`config.mk`:
```
export PLATFORM = sky130hd
export DESIGN_NAME = mem_stage_ctrl
export DESIGN_NICKNAME = d
export VERILOG_FILES = /design/src/rtl/mem_stage_ctrl_pkg.sv /design/src/rtl/mem_stage_ctrl_memwb.sv /design/src/rtl/mem_stage_ctrl.sv
export SDC_FILE = /design/constraint.sdc
export NUM_CORES = 1
export LEC_CHECK = 0
export CORE_ASPECT_RATIO = 0.5
export CORE_MARGIN = 2
export CORE_UTILIZATION = 36
export DETAILED_ROUTE_END_ITERATION = 10
export GPL_TIMING_DRIVEN = 1
export HOLD_SLACK_MARGIN = 0.12
export PLACE_DENSITY = 0.9
export SLEW_MARGIN = 5
export SYNTH_ARGS = -nofsm -noshare
export SYNTH_HDL_FRONTEND = slang
export SYNTH_SLANG_ARGS = --single-unit
export TNS_END_PERCENT = 100
```
`constraint.sdc`:
```
create_clock -name clk -period 1.6 [get_ports clk]
set_input_delay 0.24 -clock clk [delete_from_list [all_inputs] [get_ports clk]]
set_output_delay 0.24 -clock clk [all_outputs]
set_load 0.02 [all_outputs]
```
`src/rtl/mem_stage_ctrl_pkg.sv`:
```
// -----------------------------------------------------------------------------
// mem_stage_ctrl_pkg
// Shared definitions for the MEM-stage controller:
//   - bit positions inside the 4-bit EX/MEM control field
//   - state encoding of the memory-access FSM
// -----------------------------------------------------------------------------
package mem_stage_ctrl_pkg;

  localparam int CTRL_REGWRITE = 3;
  localparam int CTRL_MEMTOREG = 2;
  localparam int CTRL_MEMREAD  = 1;
  localparam int CTRL_MEMWRITE = 0;

  typedef enum logic [1:0] {
    IDLE = 2'd0,
    BUSY = 2'd1,
    DONE = 2'd2
  } state_t;

endpackage

```
`src/rtl/mem_stage_ctrl_memwb.sv`:
```
// -----------------------------------------------------------------------------
// memwb_reg
// MEM/WB pipeline register with a bubble-insert input. When bubble is high the
// register loads an all-zero entry, so no write-back is triggered downstream.
// Ports:
//   clk, reset          rising-edge clock, synchronous active-high reset
//   bubble              load a null entry instead of the *_in values
//   ctrl_in[1:0]        {RegWrite, MemtoReg}
//   alu_in, reg_dst_in  ALU result and destination register
//   read_data_in        load data
//   ctrl_WB, ALU_out_WB, reg_dst_WB, read_data_WB  registered outputs
// -----------------------------------------------------------------------------
module memwb_reg (
  input  logic        clk,
  input  logic        reset,
  input  logic        bubble,
  input  logic [1:0]  ctrl_in,
  input  logic [31:0] alu_in,
  input  logic [4:0]  reg_dst_in,
  input  logic [31:0] read_data_in,
  output logic [1:0]  ctrl_WB,
  output logic [31:0] ALU_out_WB,
  output logic [4:0]  reg_dst_WB,
  output logic [31:0] read_data_WB
);

  // NOTE: sequential state uses non-blocking assignments so every register
  // samples the pre-edge values, independent of statement order.
  always_ff @(posedge clk) begin
    if (reset || bubble) begin
      ctrl_WB      <= '0;
      ALU_out_WB   <= '0;
      reg_dst_WB   <= '0;
      read_data_WB <= '0;
    end else begin
      ctrl_WB      <= ctrl_in;
      ALU_out_WB   <= alu_in;
      reg_dst_WB   <= reg_dst_in;
      read_data_WB <= read_data_in;
    end
  end

endmodule

```
`src/rtl/mem_stage_ctrl.sv`:
```
// -----------------------------------------------------------------------------
// mem_stage_ctrl
// MEM-stage controller: turns the EX/MEM register contents into requests on a
// ready/valid data-memory port, stalls the front of the pipeline while an
// access is outstanding, and owns the MEM/WB register.
// Ports:
//   clk, reset                       clock, synchronous active-high reset
//   ALU_out_MEM, write_data_MEM,
//   reg_dst_MEM, ctrl_MEM            EX/MEM register outputs
//   mem_req, mem_we, mem_addr,
//   mem_wdata, mem_ready, mem_rdata  data-memory port
//   stall                            freezes PC, IF/ID, ID/EX, EX/MEM
//   read_data_WB, ALU_out_WB,
//   reg_dst_WB, ctrl_WB              MEM/WB register outputs
//   mem_err                          sticky error (timeout/misalign/R+W)
// -----------------------------------------------------------------------------
module mem_stage_ctrl
  import mem_stage_ctrl_pkg::*;
#(
  parameter int TIMEOUT = 15,
  parameter int CNT_W   = 4
) (
  input  logic        clk,
  input  logic        reset,
  input  logic [31:0] ALU_out_MEM,
  input  logic [31:0] write_data_MEM,
  input  logic [4:0]  reg_dst_MEM,
  input  logic [3:0]  ctrl_MEM,
  output logic        mem_req,
  output logic        mem_we,
  output logic [31:0] mem_addr,
  output logic [31:0] mem_wdata,
  input  logic        mem_ready,
  input  logic [31:0] mem_rdata,
  output logic        stall,
  output logic [31:0] read_data_WB,
  output logic [31:0] ALU_out_WB,
  output logic [4:0]  reg_dst_WB,
  output logic [1:0]  ctrl_WB,
  output logic        mem_err
);

  state_t           state, state_next;
  logic [CNT_W-1:0] cnt, cnt_next;
  logic [31:0]      rbuf, rbuf_next;
  logic             err_next;
  logic             bubble;
  logic [31:0]      wb_rdata;
  logic             mem_op, misaligned, rw_conflict;
  logic [31:0]      rdata_capture;

  // EX/MEM holds these stable while stall is high, so they drive the port
  // directly without an extra register stage.
  assign mem_we    = ctrl_MEM[CTRL_MEMWRITE];
  assign mem_addr  = ALU_out_MEM;
  assign mem_wdata = write_data_MEM;

  assign mem_op      = ctrl_MEM[CTRL_MEMREAD] | ctrl_MEM[CTRL_MEMWRITE];
  assign rw_conflict = ctrl_MEM[CTRL_MEMREAD] & ctrl_MEM[CTRL_MEMWRITE];
  assign misaligned  = |ALU_out_MEM[1:0];

  // Read data is only meaningful for reads; a store leaves an empty buffer.
  assign rdata_capture = mem_we ? '0 : mem_rdata;

  always_ff @(posedge clk) begin
    if (reset) begin
      state   <= IDLE;
      cnt     <= '0;
      rbuf    <= '0;
      mem_err <= 1'b0;
    end else begin
      state   <= state_next;
      cnt     <= cnt_next;
      rbuf    <= rbuf_next;
      mem_err <= err_next;
    end
  end

  // NOTE: every signal written here gets a default first, so no path through
  // the case statement can leave one unassigned and infer a latch.
  always_comb begin
    state_next = state;
    cnt_next   = cnt;
    rbuf_next  = rbuf;
    err_next   = mem_err;
    mem_req    = 1'b0;
    stall      = 1'b0;
    bubble     = 1'b0;
    wb_rdata   = '0;

    case (state)
      IDLE: begin
        if (mem_op) begin
          if (rw_conflict) err_next = 1'b1;
          if (misaligned) begin
            // Dropped access: flag it and retire a bubble in one cycle.
            err_next = 1'b1;
            bubble   = 1'b1;
          end else begin
            mem_req = 1'b1;
            stall   = 1'b1;
            bubble  = 1'b1;
            if (mem_ready) begin
              rbuf_next  = rdata_capture;
              state_next = DONE;
              cnt_next   = '0;
            end else begin
              state_next = BUSY;
              cnt_next   = CNT_W'(1);
            end
          end
        end
      end

      BUSY: begin
        mem_req = 1'b1;
        stall   = 1'b1;
        bubble  = 1'b1;
        if (mem_ready) begin
          rbuf_next  = rdata_capture;
          state_next = DONE;
          cnt_next   = '0;
        end else if (cnt == CNT_W'(TIMEOUT)) begin
          rbuf_next  = '0;
          err_next   = 1'b1;
          state_next = DONE;
          cnt_next   = '0;
        end else begin
          cnt_next = cnt + CNT_W'(1);
        end
      end

      DONE: begin
        // EX/MEM advances at this edge together with the MEM/WB load.
        wb_rdata   = rbuf;
        state_next = IDLE;
      end

      default: state_next = IDLE;
    endcase
  end

  memwb_reg u_memwb (
    .clk          (clk),
    .reset        (reset),
    .bubble       (bubble),
    .ctrl_in      (ctrl_MEM[CTRL_REGWRITE:CTRL_MEMTOREG]),
    .alu_in       (ALU_out_MEM),
    .reg_dst_in   (reg_dst_MEM),
    .read_data_in (wb_rdata),
    .ctrl_WB      (ctrl_WB),
    .ALU_out_WB   (ALU_out_WB),
    .reg_dst_WB   (reg_dst_WB),
    .read_data_WB (read_data_WB)
  );

endmodule

```
==> results.md, run 1 <==
- Clk sinks: 110
- CP required: 1.89 ns
- Max-cap violations: 0
- Post-DP Area: 0.00551 mm^2
- Drt initial violations: 74
- Number of global-route vias before repair: 2927
- CP arrival: 1.89 ns
- Final worst path period need: 1.60 ns
- Max Freq: 624 MHz
- Worst Reg-to-Reg Cells: 6
- Crit path kind: in -> reg
- Residual DRC count: 0
- Rows: 26
- Most common cell in the netlist: dfxtp_1
- Hold path cells: 2
- Initial DRT Pass Iterations: 4
- Port bufs: 182
- Synth Flop Type: dfxtp_1
- Die width: 151 um
- Synth cell types: 38
- Failing checks: negative setup slack
- Worst Hold Class: in -> reg
- Routability cong.: 0.791
- Worst hold start: ALU_out_MEM[0]
- Final Util: 57.3%
- Die area: 0.0117 mm^2
- Hold Path End: u_memwb.ALU_out_WB[0]$_SDFF_PP0_
- Share of post-route cells with drive strength above 1: 12.0%
- Setup TNS: -0.00228 ns
- Post-Place Worst Slack: -0.478 ns
- Crit. Startpoint: ctrl_MEM[0]
- EDFF count, synth: 0
- Flops & latches, synth: 110
- Synth top area share: 56.8%
- Post-layout instance area: 0.00593 mm^2
- Post-CTS setup buffer count: 0
- Slew headroom: 74.2%
- Multi-input logic area: 0.00110 mm^2
- RSZ-0062 raised after global routing: yes
- Nets@finish: 587
- Routed WL: 10.7 mm
- CTS clk-pin slew, worst paths: 0.07 ns
- Die height: 77.4 um
- CTS buffer count: 9
- Worst setup margin: -0.00131 ns
- Synthesized Nets: 449
- Top cells by area, synth: dfxtp_1 (57%), buf_4 (13%), and2_1 (11%), a22o_1 (6.8%), buf_6 (2.0%)
- PD cells: 993 mW/mm^2
- Mapped cell area: 0.00388 mm^2
- Dominant cell type by area after synthesis: dfxtp_1
- GRT Total Usage: 17.7%
- Total design power: 0.00589 W
- Post-synth top cells: dfxtp_1 (110), and2_1 (71), buf_4 (67)
- Initial antenna violation count: 0
- Critical R2R Capture: rbuf[18]$_SDFFE_PP0P_
- Ports: 247
- Crit Reg-Reg Startpoint: cnt[1]$_SDFFE_PP0P_
- Area Overhead vs Synth: 52.9%
- Hpwl dp: 7.91 mm
- Worst Setup End Kind: register
- Final Hold Viols: 0
- Avg Vias per Cell: 4.44
- Gr ovfl total: 0
- Peak supply drop: 0.708 mV
- Register area share after synthesis: 56.8%
- Largest net degree at the start of global routing: 40
- Run status: finished with violations
- Yosys Warn Count: 0
- Worst-Margin Slew: 0.385 ns
- Final slew viol count: 0
- Final setup fails: 3
- Root buf cell: clkbuf_16
- N_diodes: 0
- Final Skew: 0.00958 ns
- First-pass GRT wire length: 15.6 mm
- Startpoint types: primary input
- Peak fanout along the critical path: 5
- Ys async rst share: 0%
- Register area: 0.00221 mm^2
- R2r setup slk: -0.001 ns
- H-tree levels: 3
- Post-DRT Antenna Nets: 0
- Fillers: 819
- Final Cycle Share: 100%
- Core ar.: 0.0103 mm^2
- Post-synthesis area per instance: 11.4 um^2
- Starting Density: 37.5%
- Clk_lat worst skew: 0.35 ns
- Leakage: 2.42 nW
- Wire length per cell: 17.2 um
- Vias: 2764
- CTS tree: built
- Max clock buf depth: 2
- Synth Instances: 340
-- logic make-up after synthesis --
group / count (synthesis) / synth area share, %
AND/OR/NAND/NOR: 97 / 16.0
flip-flops: 110 / 56.8
adder cells (fa/ha/maj): 1 / 0.323
buffers and inverters: 83 / 15.9
AO/OA/AOI/OAI: 49 / 11.0
-- timing repair --
action,in CTS,in global routing
resized for setup,22,17
cloned,0,3
setup endpoints to repair,21,30
pin swaps,0,10
hold buffers,0,0
-- flip-flops by register name, indices dropped and copies added (netlist names) --
| signal | flops |
|---|---|
| cnt | 4 |
| mem_err | 1 |
| u_memwb.ctrl_WB | 2 |
| rbuf | 32 |
| state | 2 |
| u_memwb.read_data_WB | 32 |
| u_memwb.ALU_out_WB | 32 |
| u_memwb.reg_dst_WB | 5 |
-- metal layers --
layer	share of wire [%]	vias to the layer above	global-route usage (%)
met2	56	100	33.5
met1	35	1313	17.4
met5	0	-	0
met4	2.0	0	7.85
li1	-	1334	-
met3	7.1	17	6.35
-- through the flow --
stage	hold WS, ns	instances
6_report	0.420	622
5_1_grt	0.424	622
4_1_cts	0.410	619
3_5_place_dp	0.444	604
3_3_place_gp	0.442	604
2_1_floorplan	0.362	340
-- placed cells by master, fill, tap and decap left out, types with 4 or more instances in the layout --
master and n:
clkbuf_16 11, a22o_1 30, and2_1 71, dfxtp_1 108, nor3_1 4, dlygate4sd2_1 11, buf_12 6, nor2_1 6
clkdlybuf4s50_1 159, dlymetal6s2s_1 8, buf_4 19
-- final cells by class --
class / instances / area share (%)
Timing Repair Buffer: 209 / 36.0
Sequential cell: 110 / 37.2
Multi-Input combinational cell: 147 / 18.5
Clock inverter: 4 / 1.35
Inverter: 1 / 0.0633
Clock buffer: 11 / 3.92
Tap cell: 140 / 2.95
-- worst max path at each step --
stage | endpoint | slack (ns)
2_1_floorplan | rbuf[0]$_SDFFE_PP0P_ | 0.15
3_3_place_gp | mem_req | -0.45
3_5_place_dp | stall | -0.48
4_1_cts | mem_addr[17] | 0.001
5_1_grt | rbuf[27]$_SDFFE_PP0P_ | -0.05
6_report | rbuf[18]$_SDFFE_PP0P_ | -0.001
-- report_power, final --
part	total [W]	switching, W	internal [W]
Combinational	0.000701	0.000297	0.000404
Clock	0.00237	0.000988	0.00138
Sequential	0.00282	0.0000228	0.00279
-- worst max-delay path, stage by stage --
cell	delay, ns
clkdlybuf4s50_1	0.43
or2_4	0.26
buf_4	0.15
a32oi_4	0.24
o21ba_4	0.28
clkbuf_16	0.17
a22o_1	0.12
Power figures use the tool's default switching activity.
==> run 2: changes to the inputs <==
- ABC_CLOCK_PERIOD_IN_PS: default -> 1600
==> results of run 2 <==
Final layout, timing and power as in run 1 (identical DEF).
